**src/rtl/msrv32_wb_unit_if.sv**
```systemverilog
// ---------------------------------------------------------------------------
// msrv32_wb_unit_if
//   Bundles every stage-3 writeback signal: the resolved instruction fields,
//   the data-memory load response, and the register-file write port.
//
//   master : stage-3 / memory side (drives the *_in signals, observes *_out)
//   slave  : the writeback unit   (consumes the *_in signals, drives *_out)
// ---------------------------------------------------------------------------
interface msrv32_wb_unit_if;
  // stage-3 instruction
  logic        wb_valid_in;
  logic [2:0]  wb_src_sel_in;
  logic        rf_wr_en_in;
  logic [4:0]  rd_addr_in;
  logic [31:0] alu_result_in;
  logic [31:0] imm_in;
  logic [31:0] pc_plus_4_in;
  logic [31:0] csr_data_in;
  logic [1:0]  load_size_in;
  logic        load_unsigned_in;
  logic [1:0]  addr_lsb_in;
  // data-memory load response
  logic        dmem_rvalid_in;
  logic [31:0] dmem_rdata_in;
  // register-file write port and pipeline control
  logic [4:0]  rd_addr_out;
  logic        wr_en_out;
  logic [31:0] rd_out;
  logic        stall_out;
  logic        load_fault_out;

  modport master (
    output wb_valid_in, wb_src_sel_in, rf_wr_en_in, rd_addr_in,
           alu_result_in, imm_in, pc_plus_4_in, csr_data_in,
           load_size_in, load_unsigned_in, addr_lsb_in,
           dmem_rvalid_in, dmem_rdata_in,
    input  rd_addr_out, wr_en_out, rd_out, stall_out, load_fault_out
  );

  modport slave (
    input  wb_valid_in, wb_src_sel_in, rf_wr_en_in, rd_addr_in,
           alu_result_in, imm_in, pc_plus_4_in, csr_data_in,
           load_size_in, load_unsigned_in, addr_lsb_in,
           dmem_rvalid_in, dmem_rdata_in,
    output rd_addr_out, wr_en_out, rd_out, stall_out, load_fault_out
  );
endinterface

```
**src/rtl/msrv32_wb_unit.sv**
```systemverilog
// ---------------------------------------------------------------------------
// msrv32_wb_unit
//   Pipeline stage-3 writeback. Selects the result source, aligns and
//   extends load data, and drives the integer register-file write port one
//   cycle after the write is resolved. A two-state FSM stalls the pipeline
//   while a load response is outstanding; a load that never returns is
//   aborted after LOAD_TIMEOUT waiting cycles with a one-cycle fault pulse.
//
//   Ports:
//     clock    : system clock, all state on the rising edge
//     reset_in : asynchronous, active-high reset
//     wb       : msrv32_wb_unit_if.slave (instruction, dmem response,
//                register-file write port, stall, load fault)
//
//   Parameter:
//     LOAD_TIMEOUT : WAIT_LOAD cycles without rvalid before abort (2..255)
// ---------------------------------------------------------------------------
module msrv32_wb_unit #(
  parameter int unsigned LOAD_TIMEOUT = 16
) (
  input  logic             clock,
  input  logic             reset_in,
  msrv32_wb_unit_if.slave  wb
);

  typedef enum logic {
    IDLE      = 1'b0,
    WAIT_LOAD = 1'b1
  } state_e;

  localparam logic [2:0] SRC_ALU  = 3'd0;
  localparam logic [2:0] SRC_LOAD = 3'd1;
  localparam logic [2:0] SRC_IMM  = 3'd2;
  localparam logic [2:0] SRC_PC4  = 3'd3;
  localparam logic [2:0] SRC_CSR  = 3'd4;

  localparam logic [7:0] TIMEOUT_CNT = 8'(LOAD_TIMEOUT);

  state_e      state_q;
  logic [7:0]  cnt_q;

  // Load fields captured when the load is accepted.
  logic [4:0]  ld_rd_q;
  logic        ld_wr_en_q;
  logic [1:0]  ld_size_q;
  logic        ld_unsigned_q;
  logic [1:0]  ld_lsb_q;

  // Registered write port.
  logic [4:0]  rd_addr_q;
  logic        wr_en_q;
  logic [31:0] rd_q;
  logic        fault_q;

  // Shift the addressed byte/half down to bit 0, then extend.
  function automatic logic [31:0] align_load(
    input logic [1:0]  size,
    input logic        uns,
    input logic [1:0]  lsb,
    input logic [31:0] raw
  );
    logic [31:0] sh;
    logic [31:0] res;
    sh  = raw;
    res = raw;
    case (size)
      2'b00: begin
        sh  = raw >> {lsb, 3'b000};
        res = uns ? {24'd0, sh[7:0]} : {{24{sh[7]}}, sh[7:0]};
      end
      2'b01: begin
        // Halfword position comes from lsb[1] only; lsb[0] is ignored.
        sh  = raw >> {lsb[1], 4'b0000};
        res = uns ? {16'd0, sh[15:0]} : {{16{sh[15]}}, sh[15:0]};
      end
      default: res = raw;
    endcase
    return res;
  endfunction

  logic        is_idle;
  logic [31:0] src_data;
  logic [31:0] load_data;
  logic        src_writes;

  assign is_idle = (state_q == IDLE);

  // NOTE: every always_comb output gets a default first so no path can
  // leave it unassigned and infer a latch.
  always_comb begin
    src_data   = '0;
    src_writes = 1'b1;
    case (wb.wb_src_sel_in)
      SRC_ALU: src_data = wb.alu_result_in;
      SRC_IMM: src_data = wb.imm_in;
      SRC_PC4: src_data = wb.pc_plus_4_in;
      SRC_CSR: src_data = wb.csr_data_in;
      default: src_writes = 1'b0;
    endcase
  end

  // A zero-wait load aligns with the live inputs (they are being captured
  // this very cycle); a waited load uses the captured copy.
  always_comb begin
    load_data = '0;
    if (is_idle)
      load_data = align_load(wb.load_size_in, wb.load_unsigned_in,
                             wb.addr_lsb_in, wb.dmem_rdata_in);
    else
      load_data = align_load(ld_size_q, ld_unsigned_q,
                             ld_lsb_q, wb.dmem_rdata_in);
  end

  // NOTE: sequential state uses non-blocking assignments only, so every
  // register samples the pre-edge values regardless of statement order.
  always_ff @(posedge clock or posedge reset_in) begin
    if (reset_in) begin
      state_q       <= IDLE;
      cnt_q         <= '0;
      ld_rd_q       <= '0;
      ld_wr_en_q    <= 1'b0;
      ld_size_q     <= '0;
      ld_unsigned_q <= 1'b0;
      ld_lsb_q      <= '0;
      rd_addr_q     <= '0;
      wr_en_q       <= 1'b0;
      rd_q          <= '0;
      fault_q       <= 1'b0;
    end else begin
      // Write enable and fault are single-cycle pulses.
      wr_en_q <= 1'b0;
      fault_q <= 1'b0;

      case (state_q)
        IDLE: begin
          if (wb.wb_valid_in) begin
            if (wb.wb_src_sel_in == SRC_LOAD) begin
              ld_rd_q       <= wb.rd_addr_in;
              ld_wr_en_q    <= wb.rf_wr_en_in;
              ld_size_q     <= wb.load_size_in;
              ld_unsigned_q <= wb.load_unsigned_in;
              ld_lsb_q      <= wb.addr_lsb_in;
              if (wb.dmem_rvalid_in) begin
                rd_addr_q <= wb.rd_addr_in;
                rd_q      <= load_data;
                wr_en_q   <= wb.rf_wr_en_in && (wb.rd_addr_in != 5'd0);
              end else begin
                state_q <= WAIT_LOAD;
                cnt_q   <= 8'd1;
              end
            end else if (src_writes) begin
              rd_addr_q <= wb.rd_addr_in;
              rd_q      <= src_data;
              wr_en_q   <= wb.rf_wr_en_in && (wb.rd_addr_in != 5'd0);
            end
          end
          // rvalid without an accepted load here is a stale response: ignored.
        end

        WAIT_LOAD: begin
          if (wb.dmem_rvalid_in) begin
            rd_addr_q <= ld_rd_q;
            rd_q      <= load_data;
            wr_en_q   <= ld_wr_en_q && (ld_rd_q != 5'd0);
            state_q   <= IDLE;
            cnt_q     <= '0;
          end else if (cnt_q == TIMEOUT_CNT) begin
            fault_q <= 1'b1;
            state_q <= IDLE;
            cnt_q   <= '0;
          end else begin
            cnt_q <= cnt_q + 8'd1;
          end
        end

        default: state_q <= IDLE;
      endcase
    end
  end

  assign wb.rd_addr_out    = rd_addr_q;
  assign wb.wr_en_out      = wr_en_q;
  assign wb.rd_out         = rd_q;
  assign wb.load_fault_out = fault_q;
  // Stall releases in the cycle the response arrives so upstream advances
  // in step with the write being resolved.
  assign wb.stall_out      = (state_q == WAIT_LOAD) && !wb.dmem_rvalid_in;

endmodule
```
**src/flat_wrapper.sv**
```systemverilog
// flat-port wrapper written by rule: the top's interface ports become plain ports
module msrv32_wb_unit_flat 
#(
  parameter int unsigned LOAD_TIMEOUT = 16
)
  (clock, reset_in, wb_wb_valid_in, wb_wb_src_sel_in, wb_rf_wr_en_in, wb_rd_addr_in, wb_alu_result_in, wb_imm_in, wb_pc_plus_4_in, wb_csr_data_in, wb_load_size_in, wb_load_unsigned_in, wb_addr_lsb_in, wb_dmem_rvalid_in, wb_dmem_rdata_in, wb_rd_addr_out, wb_wr_en_out, wb_rd_out, wb_stall_out, wb_load_fault_out);
  msrv32_wb_unit_if wb_i ();
  input  logic clock;
  input  logic reset_in;
  input wire logic [$bits(wb_i.wb_valid_in)-1:0] wb_wb_valid_in;
  input wire logic [$bits(wb_i.wb_src_sel_in)-1:0] wb_wb_src_sel_in;
  input wire logic [$bits(wb_i.rf_wr_en_in)-1:0] wb_rf_wr_en_in;
  input wire logic [$bits(wb_i.rd_addr_in)-1:0] wb_rd_addr_in;
  input wire logic [$bits(wb_i.alu_result_in)-1:0] wb_alu_result_in;
  input wire logic [$bits(wb_i.imm_in)-1:0] wb_imm_in;
  input wire logic [$bits(wb_i.pc_plus_4_in)-1:0] wb_pc_plus_4_in;
  input wire logic [$bits(wb_i.csr_data_in)-1:0] wb_csr_data_in;
  input wire logic [$bits(wb_i.load_size_in)-1:0] wb_load_size_in;
  input wire logic [$bits(wb_i.load_unsigned_in)-1:0] wb_load_unsigned_in;
  input wire logic [$bits(wb_i.addr_lsb_in)-1:0] wb_addr_lsb_in;
  input wire logic [$bits(wb_i.dmem_rvalid_in)-1:0] wb_dmem_rvalid_in;
  input wire logic [$bits(wb_i.dmem_rdata_in)-1:0] wb_dmem_rdata_in;
  output wire logic [$bits(wb_i.rd_addr_out)-1:0] wb_rd_addr_out;
  output wire logic [$bits(wb_i.wr_en_out)-1:0] wb_wr_en_out;
  output wire logic [$bits(wb_i.rd_out)-1:0] wb_rd_out;
  output wire logic [$bits(wb_i.stall_out)-1:0] wb_stall_out;
  output wire logic [$bits(wb_i.load_fault_out)-1:0] wb_load_fault_out;
  assign wb_i.wb_valid_in = wb_wb_valid_in;
  assign wb_i.wb_src_sel_in = wb_wb_src_sel_in;
  assign wb_i.rf_wr_en_in = wb_rf_wr_en_in;
  assign wb_i.rd_addr_in = wb_rd_addr_in;
  assign wb_i.alu_result_in = wb_alu_result_in;
  assign wb_i.imm_in = wb_imm_in;
  assign wb_i.pc_plus_4_in = wb_pc_plus_4_in;
  assign wb_i.csr_data_in = wb_csr_data_in;
  assign wb_i.load_size_in = wb_load_size_in;
  assign wb_i.load_unsigned_in = wb_load_unsigned_in;
  assign wb_i.addr_lsb_in = wb_addr_lsb_in;
  assign wb_i.dmem_rvalid_in = wb_dmem_rvalid_in;
  assign wb_i.dmem_rdata_in = wb_dmem_rdata_in;
  assign wb_rd_addr_out = wb_i.rd_addr_out;
  assign wb_wr_en_out = wb_i.wr_en_out;
  assign wb_rd_out = wb_i.rd_out;
  assign wb_stall_out = wb_i.stall_out;
  assign wb_load_fault_out = wb_i.load_fault_out;
  msrv32_wb_unit #(.LOAD_TIMEOUT(LOAD_TIMEOUT)) u_core (.clock(clock), .reset_in(reset_in), .wb(wb_i));
endmodule
```
**config.mk**
```make
export PLATFORM = sky130hd
export DESIGN_NAME = msrv32_wb_unit_flat
export DESIGN_NICKNAME = d
export VERILOG_FILES = /design/src/rtl/msrv32_wb_unit_if.sv /design/src/rtl/msrv32_wb_unit.sv /design/src/flat_wrapper.sv
export SDC_FILE = /design/constraint.sdc
export NUM_CORES = 1
export LEC_CHECK = 0
export CORE_ASPECT_RATIO = 1.25
export CORE_MARGIN = 3
export CORE_UTILIZATION = 25
export CTS_CLUSTER_DIAMETER = 80
export DETAILED_ROUTE_END_ITERATION = 7
export PLACE_DENSITY = 0.53
export SYNTH_ARGS = -nofsm -noshare
export SYNTH_HDL_FRONTEND = slang
export SYNTH_SLANG_ARGS = --single-unit
```
**constraint.sdc**
```tcl
create_clock -name clock -period 5.8 [get_ports clock]
set_input_delay 1.16 -clock clock [delete_from_list [all_inputs] [get_ports clock]]
set_output_delay 1.16 -clock clock [all_outputs]
set_load 0.005 [all_outputs]
```
==> flow_metrics.py <==
metrics = {
    "power": {
        "p_clk_share_pct": 31.6,
        "switchingPower_uw": 531,
        "p_leak_uw": 0.00300,
        "p_int_uw": 1150,
        "peakVddDrop_v": 0.000130,
        "power_frac_seq_pct": 32.2,
        "p_per_area_mw_per_mm2": 218,
        "p_comb_share_pct": 36.2,
        "switching_share_pct": 31.6,
    },
    "detailed_routing": {
        "drt_iter0_markers": 353,
        "dr.pass1.iters": 5,
        "drt-total-wl_um": 21600,
        "wl_per_cell_um": 20.2,
        "vias": 5677,
        "drc_errors": 0,
        "via_per_inst": 5.31,
        "ant_nets": 0,
    },
    "logic_synthesis": {
        "synth_area_leaders": "dfrtp_1 (29%), mux2i_1 (10%), a22oi_1 (6.2%)",
        "synthFlopType": "dfrtp_1",
        "ys_ff_latch": 59,
        "synth_fp_nets": 793,
        "ys.warnings.count": 0,
        "yosys.area.top_type": "dfrtp_1",
        "avgSynthCellArea_sq_um": 8.32,
        "synth-edff-count": 0,
        "synth_top_area_share_pct": 28.9,
        "synth-seq-area-share_pct": 28.9,
        "ys_types": 59,
        "syn-cell-area_sq_mm": 0.00510,
        "synthArstFlopShare_pct": 100,
        "netlist_instances": 613,
        "synth_commonest_cells": "nand2_1 (60), dfrtp_1 (59), mux2i_1 (52), a22oi_1 (42), a21oi_1 (41)",
        "synth_most_common_cell": "nand2_1",
    },
    "setup_path": {
        "critPathKind": "primary input to output pin",
        "arrival_ns": 2.88,
        "crit_path_start_kind": "primary input",
        "worstPathMaxFanout": 17,
        "required_ns": 4.64,
        "end_kind": "output pin",
    },
    "floorplanning": {
        "design.core.area_sq_mm": 0.0198,
        "row_count": 57,
        "initial_core_util_pct": 25.8,
        "die_x_um": 134,
        "design.portCount": 218,
        "die_h_um": 166,
        "die_area_sq_mm": 0.0222,
    },
    "sta": {
        "worstMarginPinSlew_ns": 1.19,
        "clock.fmax_mhz": 248,
        "finalCritPeriodShare_pct": 69.6,
        "rsz0062_at_grt": "no",
        "final-hold-violation-count": 0,
        "slew_headroom_pct": 20.2,
        "finalMaxSlewViolations": 0,
        "final.setup_skew_ns": 0.00680,
        "tns_ns": 0,
        "setup_violations": 0,
        "hold_ws_ns": 0.499,
        "finalCriticalPeriod_ns": 4.04,
    },
    "final_layout": {
        "antenna_cells": 0,
        "drive_gt1_share_pct": 8.21,
        "fill_cells": 2048,
        "stdcell_count": 1069,
        "final_nets": 979,
        "area_delta_synth_final_pct": 51.3,
    },
    "cts": {
        "cts-root-buf": "clkbuf_16",
        "cts.sinks": 59,
        "cts_buffer_depth": 2,
        "post_cts_buffers": 0,
        "clk_pin_slew_worst_paths_ns": 0.05,
        "cts_tree": "done",
        "cts_hold_buffers": 0,
        "cts-buffers-inserted": 9,
        "clock_latency_ns": 0.33,
        "cts_htree_levels": 3,
        "ctsResizeCount": 0,
    },
    "global_routing": {
        "grt_pass1_vias": 5624,
        "use_met3_pct": 4.76,
        "grt_pass1_wl_um": 32900,
        "antenna_found_initial": 0,
        "grt_max_degree": 45,
        "use_met1_pct": 23.5,
        "use_met2_pct": 32.0,
        "grt_usage_pct": 18.8,
        "grt_overflow_total": 0,
        "top_usage_layer": "met2",
    },
    "placed_design": {
        "io_buffer_count": 217,
        "routabilityCongestion": 0.852,
        "dp.cells": 1053,
        "place_hpwl_um": 16900,
    },
    "worst_hold_path": {
        "hold_path.class": "flop to flop",
    },
    "run_status": {
        "status": "completed",
    },
    "run": {
        "drv_cap": 0,
    },
}
## cell usage in the layout, fill, tap and decap left out, drive strengths merged, types with 9 or more instances in the layout
master | Yosys | routed
o21ai | 32 | 32
nor2 | 26 | 26
o211ai | 10 | 10
nand3 | 34 | 34
nor2b | 13 | 13
mux2 | 28 | 28
inv | 18 | 18
nand2 | 60 | 60
o22ai | 22 | 22
clkdlybuf4s50 | 0 | 215
nand2b | 11 | 11
dfrtp | 59 | 59
o221ai | 14 | 14
nand4b | 9 | 9
buf | 30 | 14
a22oi | 42 | 42
clkbuf | 24 | 11
nor3 | 12 | 12
mux2i | 52 | 52
a21oi | 41 | 41
## cell type report
class | instances | area, sq um | area share, %
clock inverters | 5 | 52.6 | 0.681
repair buffers | 229 | 2250 | 29.2
multi-input cells | 482 | 3300 | 42.7
inverters | 18 | 67.6 | 0.875
flip-flops and latches | 59 | 1480 | 19.1
well taps | 265 | 332 | 4.30
clock buffers | 11 | 243 | 3.14
## through the flow
stage / setup WS, ns / total power [uW] / util [%] / instance area, sq um
6_report: 1.76 / 1680 / 39.1 / 7720
5_1_grt: 1.64 / 1780 / 39.1 / 7720
4_1_cts: 1.76 / 1700 / 39.1 / 7720
3_5_place_dp: 1.69 / 1160 / 37.6 / 7420
3_3_place_gp: 1.74 / 1160 / 37.6 / 7420
2_1_floorplan: 3.18 / 832 / - / 5100
## state kept, by name (all words and copies together) (netlist names)
| signal | flops |
|---|---|
| u_core.ld_unsigned_q | 1 |
| u_core.wb.load_fault_out | 1 |
| u_core.ld_lsb_q | 2 |
| u_core.cnt_q | 8 |
| u_core.wb.wr_en_out | 1 |
| u_core.wb.rd_addr_out | 5 |
| u_core.wb.rd_out | 32 |
| u_core.ld_size_q | 2 |
| u_core.ld_rd_q | 5 |
| u_core.ld_wr_en_q | 1 |
| u_core.state_q | 1 |
## worst max-delay path: stages
cell and delay (ns):
clkdlybuf4s50_1 0.76, nand2b_1 0.34, inv_1 0.12, clkdlybuf4s50_1 0.50
## final timing paths
path / start / endpoint / slack [ns] / depth (start not counted)
setup / recovery: wb_dmem_rvalid_in / wb_stall_out / 1.76 / 4
hold / removal: u_core.cnt_q[7] / u_core.cnt_q[7] / 0.50 / 1
setup reg to reg: u_core.state_q / u_core.wb.rd_out[7] / 2.93 / 6
hold reg to reg: u_core.cnt_q[7] / u_core.cnt_q[7] / 0.50 / 1
max in group asynchronous: reset_in / u_core.wb.rd_out[9] / 3.75 / 3
min in group asynchronous: reset_in / u_core.cnt_q[1] / 1.13 / 2
## kinds of logic after synthesis
family	after synthesis	share of synthesized area (%)
and+or+nand+nor	188	18.9
AOI/OAI and AO/OA	211	28.7
adders and majority gates	2	0.491
xor gates and xnor gates	1	0.172
buffers and inverters	72	6.43
muxes	80	16.4
DFF	59	29.0
## power groups by stage
stage	logic, uW	registers, uW	clock network (uW)
after floorplan	304	527	0
after global placement	610	549	0
after detailed placement	613	548	0
after CTS	616	542	544
after global routing	665	553	565
final	609	542	532
## layer usage
metal / share of wire [%] / vias up / wire length [um]
li1: - / 2727 / -
met1: 42 / 2716 / 8990
met2: 50 / 207 / 10700
met4: 2.1 / 0 / 463
met5: 0 / - / 0
met3: 6.8 / 27 / 1470
Note: power is estimated with default switching activity, not from simulation.
